--- config.mk ---
export PLATFORM = sky130hd
export DESIGN_NAME = mem_access_stage
export DESIGN_NICKNAME = d
export VERILOG_FILES = /design/src/rtl/mem_access_stage.sv
export SDC_FILE = /design/constraint.sdc
export NUM_CORES = 1
export LEC_CHECK = 0
export BUFFER_PORTS_ARGS = -buffer_cell sky130_fd_sc_hd__buf_2
export CORE_UTILIZATION = 49
export CTS_CLUSTER_SIZE = 14
export DETAILED_ROUTE_END_ITERATION = 8
export PLACE_DENSITY_LB_ADDON = 0.2
export SKIP_CTS_REPAIR_TIMING = 1
export SYNTH_ARGS = -nofsm -noshare
export SYNTH_HDL_FRONTEND = slang
export SYNTH_SLANG_ARGS = --single-unit
--- constraint.sdc ---
create_clock -name clk -period 3.8 [get_ports clk]
set_input_delay 0 -clock clk [delete_from_list [all_inputs] [get_ports clk]]
set_output_delay 0 -clock clk [all_outputs]
set_load 0.005 [all_outputs]
--- src/rtl/mem_access_stage.sv ---
// rtl/mem_access_stage.sv - MEM pipeline stage: data-memory handshake, lane steering, MEM/WB register.
// Optional feature: MEM_MISALIGN_TRAP_EN traps misaligned half/word accesses instead of issuing them.
module mem_access_stage #(
  parameter int MAX_WAIT = 15
) (
  input  logic        clk,
  input  logic        reset,
  input  logic        ex_valid,
  input  logic [31:0] ex_addr,
  input  logic [31:0] ex_store_data,
  input  logic [3:0]  ex_rd,
  input  logic        ex_rf_en,
  input  logic        ex_load,
  input  logic        ex_store,
  input  logic [1:0]  ex_size,
  output logic        dm_req,
  output logic        dm_we,
  output logic [31:0] dm_addr,
  output logic [3:0]  dm_be,
  output logic [31:0] dm_wdata,
  input  logic [31:0] dm_rdata,
  input  logic        dm_ack,
  output logic        stall,
  output logic [31:0] wb_data,
  output logic [3:0]  wb_rd,
  output logic        wb_rf_en,
  output logic [31:0] mem_fwd_data,
  output logic        bus_error,
  output logic        align_fault
);

  localparam logic [0:0] IDLE   = 1'b0;
  localparam logic [0:0] ACCESS = 1'b1;
  localparam logic [7:0] WAIT_LAST = 8'(MAX_WAIT - 1);

  logic [0:0]  state;
  logic [7:0]  wait_cnt;
  logic [31:0] lat_addr;
  logic [31:0] lat_data;
  logic [3:0]  lat_rd;
  logic [1:0]  lat_size;
  logic        lat_load;
  logic        lat_store;

  logic        mem_op;
  logic        misaligned;
  logic        start;
  logic        in_access;
  logic        timeout;
  logic [3:0]  lane_be;
  logic [31:0] lane_wdata;
  logic [31:0] load_data;

  assign mem_op    = ex_valid & (ex_load | ex_store);
  assign in_access = (state == ACCESS);

`ifdef MEM_MISALIGN_TRAP_EN
  assign misaligned = ((ex_size == 2'b01) & ex_addr[0]) | (ex_size[1] & (ex_addr[1:0] != 2'b00));
`else
  assign misaligned = 1'b0;
`endif

  assign start = (state == IDLE) & mem_op & ~misaligned;

  // The abort cycle releases stall so the dead instruction leaves EXE/MEM instead of being reissued.
  assign timeout = in_access & ~dm_ack & (wait_cnt == WAIT_LAST);
  assign stall   = ~reset & (start | (in_access & ~dm_ack & ~timeout));

  assign mem_fwd_data = ex_addr;

  always_comb begin
    lane_be    = 4'b1111;
    lane_wdata = lat_data;
    case (lat_size)
      2'b00: begin
        lane_be    = 4'b0001 << lat_addr[1:0];
        lane_wdata = {4{lat_data[7:0]}};
      end
      2'b01: begin
        lane_be    = lat_addr[1] ? 4'b1100 : 4'b0011;
        lane_wdata = {2{lat_data[15:0]}};
      end
      default: begin
        lane_be    = 4'b1111;
        lane_wdata = lat_data;
      end
    endcase
  end

  always_comb begin
    load_data = dm_rdata;
    case (lat_size)
      2'b00: begin
        case (lat_addr[1:0])
          2'b00:   load_data = {24'h0, dm_rdata[7:0]};
          2'b01:   load_data = {24'h0, dm_rdata[15:8]};
          2'b10:   load_data = {24'h0, dm_rdata[23:16]};
          default: load_data = {24'h0, dm_rdata[31:24]};
        endcase
      end
      2'b01:   load_data = lat_addr[1] ? {16'h0, dm_rdata[31:16]} : {16'h0, dm_rdata[15:0]};
      default: load_data = dm_rdata;
    endcase
  end

  // Bus outputs come only from the latched request so they stay stable while EXE/MEM is frozen.
  assign dm_req   = in_access;
  assign dm_we    = in_access & lat_store;
  assign dm_addr  = in_access ? {lat_addr[31:2], 2'b00} : 32'h0;
  assign dm_be    = in_access ? lane_be : 4'h0;
  assign dm_wdata = in_access ? lane_wdata : 32'h0;

  always_ff @(posedge clk or posedge reset) begin
    if (reset) begin
      state     <= IDLE;
      wait_cnt  <= 8'h0;
      lat_addr  <= 32'h0;
      lat_data  <= 32'h0;
      lat_rd    <= 4'h0;
      lat_size  <= 2'b00;
      lat_load  <= 1'b0;
      lat_store <= 1'b0;
      wb_data   <= 32'h0;
      wb_rd     <= 4'h0;
      wb_rf_en  <= 1'b0;
      bus_error <= 1'b0;
    end else begin
      bus_error <= 1'b0;
      if (state == IDLE) begin
        if (start) begin
          state     <= ACCESS;
          wait_cnt  <= 8'h0;
          lat_addr  <= ex_addr;
          lat_data  <= ex_store_data;
          lat_rd    <= ex_rd;
          lat_size  <= ex_size;
          lat_load  <= ex_load & ~ex_store;
          lat_store <= ex_store;
          wb_rf_en  <= 1'b0;
        end else if (ex_valid & ~ex_load & ~ex_store) begin
          wb_data  <= ex_addr;
          wb_rd    <= ex_rd;
          wb_rf_en <= ex_rf_en;
        end else begin
          wb_rf_en <= 1'b0;
        end
      end else begin
        if (dm_ack) begin
          state    <= IDLE;
          wb_rd    <= lat_rd;
          wb_rf_en <= lat_load;
          if (lat_load) begin
            wb_data <= load_data;
          end
        end else if (timeout) begin
          state     <= IDLE;
          bus_error <= 1'b1;
          wb_rf_en  <= 1'b0;
        end else begin
          wait_cnt <= wait_cnt + 8'h1;
          wb_rf_en <= 1'b0;
        end
      end
    end
  end

`ifdef MEM_MISALIGN_TRAP_EN
  always_ff @(posedge clk or posedge reset) begin
    if (reset) begin
      align_fault <= 1'b0;
    end else begin
      align_fault <= (state == IDLE) & mem_op & misaligned;
    end
  end
`else
  assign align_fault = 1'b0;
`endif

endmodule
==> results.json <==
{
  "grt_usage_pct": 28.1,
  "min_to": "wb_data[23]$_DFFE_PP0P_",
  "regToRegSetupSlack_ns": 1.39,
  "wl_um": 20100,
  "hold_path_startpoint": "dm_rdata[23]",
  "ys.flop_type": "dfrtp_1",
  "areaGrowthSynthToFinish_pct": 39.2,
  "rr_endpoint": "wb_data[6]$_DFFE_PP0P_",
  "numCtsBuffers": 17,
  "hpwl_um": 13200,
  "gp_congestion": 0.811,
  "grt_max_degree": 63,
  "worstRegToRegCells": 6,
  "antenna_found_initial": 2,
  "hold_viol": 5,
  "skew_ns": 0.00761,
  "final_common_cell": "nand2_1",
  "start_util_pct": 50.4,
  "vias": 6428,
  "vias_per_cell": 5.23,
  "num-nets-final": 1155,
  "ir_worst_vdd_uv": 340,
  "cts_tree": "yes",
  "fin_tns_setup_ns": 0,
  "fin_hold_ws_ns": -0.0433,
  "clk_pin_slew_ns": 0.05,
  "grt_pass1_wl_um": 28400,
  "syn_inst": 766,
  "setup_viol": 0,
  "synth-edff-count": 0,
  "grt-ovfl-total": 0,
  "min_period_ns": 2.68,
  "clock-sinks": 119,
  "powerDensity_nw_per_um2": 539,
  "arrival_ns": 2.68,
  "yosys.cell_types.count": 46,
  "row_count": 41,
  "p_leak_uw": 0.00480,
  "violations": "negative hold slack",
  "max_freq_mhz": 374,
  "clk_latency_ns": 0.41,
  "ys_async_sr_fraction_pct": 100,
  "cp-end-kind": "output port",
  "first_global_vias": 5438,
  "drive_above_1_share_pct": 27.9,
  "cts_max_level": 4,
  "status": "complete, but fails checks",
  "drv_cap": 0,
  "die_y_um": 116,
  "cp_max_fo": 32,
  "relSlewSlack_pct": 26.7,
  "fin_ws_ns": 1.12,
  "place_ws_ns": 1.39,
  "fp.coreArea_um2": 12700,
  "crit_type": "flop to output port",
  "start_kind": "flop",
  "r2r-start": "dm_req$_DFF_PP0_",
  "fin_crit_sh_pct": 70.4,
  "synth_area_um2": 6390,
  "die_area_um2": 13500,
  "wire_per_inst_um": 16.3,
  "slew_violations": 0,
  "yosys_warnings": 0,
  "clock-root-buffer": "clkbuf_16",
  "ios": 251,
  "hold_class": "input pin to flop",
  "required_ns": 3.80,
  "die_x_um": 116,
  "synth-seq-cells": 119,
  "min_path_cells": 3,
  "mostFrequentLayoutCells": "nand2_1, buf_2, dfrtp_1, dlygate4sd3_1, nor2_1",
  "post-route-drc-count": 0,
  "worstMarginPinSlew_ns": 1.08,
  "rsz0062_at_grt": "false",
  "ant_nets": 0,
  "yosysSeqAreaShare_pct": 46.6,
  "syn_area_per_cell_um2": 8.34,
  "portBuffers": 247,
  "drt_pass1_iterations": 5,
  "drtIter0Drc": 431,
  "clk_path_buf_depth": 2
}
cells in the mapped netlist, types with 2 or more instances:
master / number / share of area [%]
a21bo_1: 5 / 0.78
a21o_1: 7 / 0.82
a21oi_1: 27 / 2.1
a221oi_1: 8 / 1.1
a222oi_1: 6 / 0.94
a22oi_1: 16 / 1.9
and2_1: 39 / 3.8
and3_1: 2 / 0.20
buf_1: 6 / 0.35
buf_2: 15 / 1.2
buf_4: 35 / 4.1
buf_6: 2 / 0.35
clkbuf_1: 28 / 1.6
dfrtp_1: 119 / 47
ha_1: 2 / 0.39
inv_1: 21 / 1.2
mux2i_1: 27 / 4.2
nand2_1: 248 / 15
nand2b_1: 2 / 0.20
nand3_1: 10 / 0.78
nand4_1: 3 / 0.29
nor2_1: 48 / 2.8
nor2b_1: 10 / 0.98
nor4b_1: 2 / 0.27
o211ai_1: 3 / 0.35
o21ai_0: 32 / 2.5
o21ai_1: 5 / 0.39
o22ai_1: 8 / 0.78
o31ai_1: 11 / 1.3
xor2_1: 3 / 0.41
cell type report:
| class | instances | area [um2] |
|---|---|---|
| Clock inverter | 3 | 40.0 |
| Fill cell | 1015 | 3780 |
| Inverter | 21 | 81.3 |
| Antenna cell | 2 | 5.00 |
| Sequential cell | 119 | 2980 |
| Tap cell | 172 | 215 |
| Multi-Input combinational cell | 542 | 2870 |
| Clock buffer | 28 | 517 |
| Timing Repair Buffer | 343 | 2180 |
critical path, cell delays in order, from the launching register on:
cell and delay (ns):
dfrtp_2 0.75, buf_4 0.43, inv_2 0.30, buf_4 0.34, a21oi_1 0.25, buf_2 0.17
per-layer routing:
| layer | global-route usage (%) | wire [um] |
|---|---|---|
| met5 | 0 | 0 |
| met4 | 11.9 | 459 |
| met3 | 6.85 | 1300 |
| met2 | 46.2 | 10200 |
| met1 | 35.4 | 8120 |
sequential cells by signal, indices dropped and copies added, names as in the netlist:
| name | count |
|---|---|
| lat_data | 32 |
| lat_store | 1 |
| wb_data | 32 |
| lat_addr | 32 |
| wb_rf_en | 1 |
| lat_load | 1 |
| bus_error | 1 |
| wait_cnt | 8 |
| lat_size | 2 |
| wb_rd | 4 |
| dm_req | 1 |
| lat_rd | 4 |
metrics by stage:
step | utilization (%) | area (um2) | std cells | power, uW
2_1_floorplan | - | 6390 | 768 | 2640
3_3_place_gp | 58.9 | 7470 | 1111 | 3180
3_5_place_dp | 58.9 | 7470 | 1111 | 3210
4_1_cts | 63.3 | 8030 | 1142 | 4730
5_1_grt | 70.2 | 8890 | 1230 | 5080
6_report | 70.2 | 8890 | 1230 | 4790
cell families after synthesis:
group,synth area share (%)
flops,46.6
simple gates,25.0
xor+xnor,0.411
compound gates,14.4
buf+inv,8.87
other cells,0.0587
mux,4.23
fa+ha+maj,0.392
worst max-delay path by stage:
stage               cells past startpoint             start                     end  slack [ns]
floorplan                               1             reset     bus_error$_DFF_PP0_        0.64
global route                            5  dm_req$_DFF_PP0_             dm_wdata[8]        0.94
detailed placement                      6  dm_req$_DFF_PP0_  wb_data[6]$_DFFE_PP0P_        1.39
global placement                        6  dm_req$_DFF_PP0_  wb_data[7]$_DFFE_PP0P_        1.45
CTS                                     5  dm_req$_DFF_PP0_            dm_wdata[11]        1.17
finish                                  5  dm_req$_DFF_PP0_             dm_wdata[8]        1.12
where the power goes:
part | switching, uW | internal (uW)
combinational | 766 | 656
sequential | 254 | 1600
clock | 535 | 980
Power figures use the tool's default switching activity.
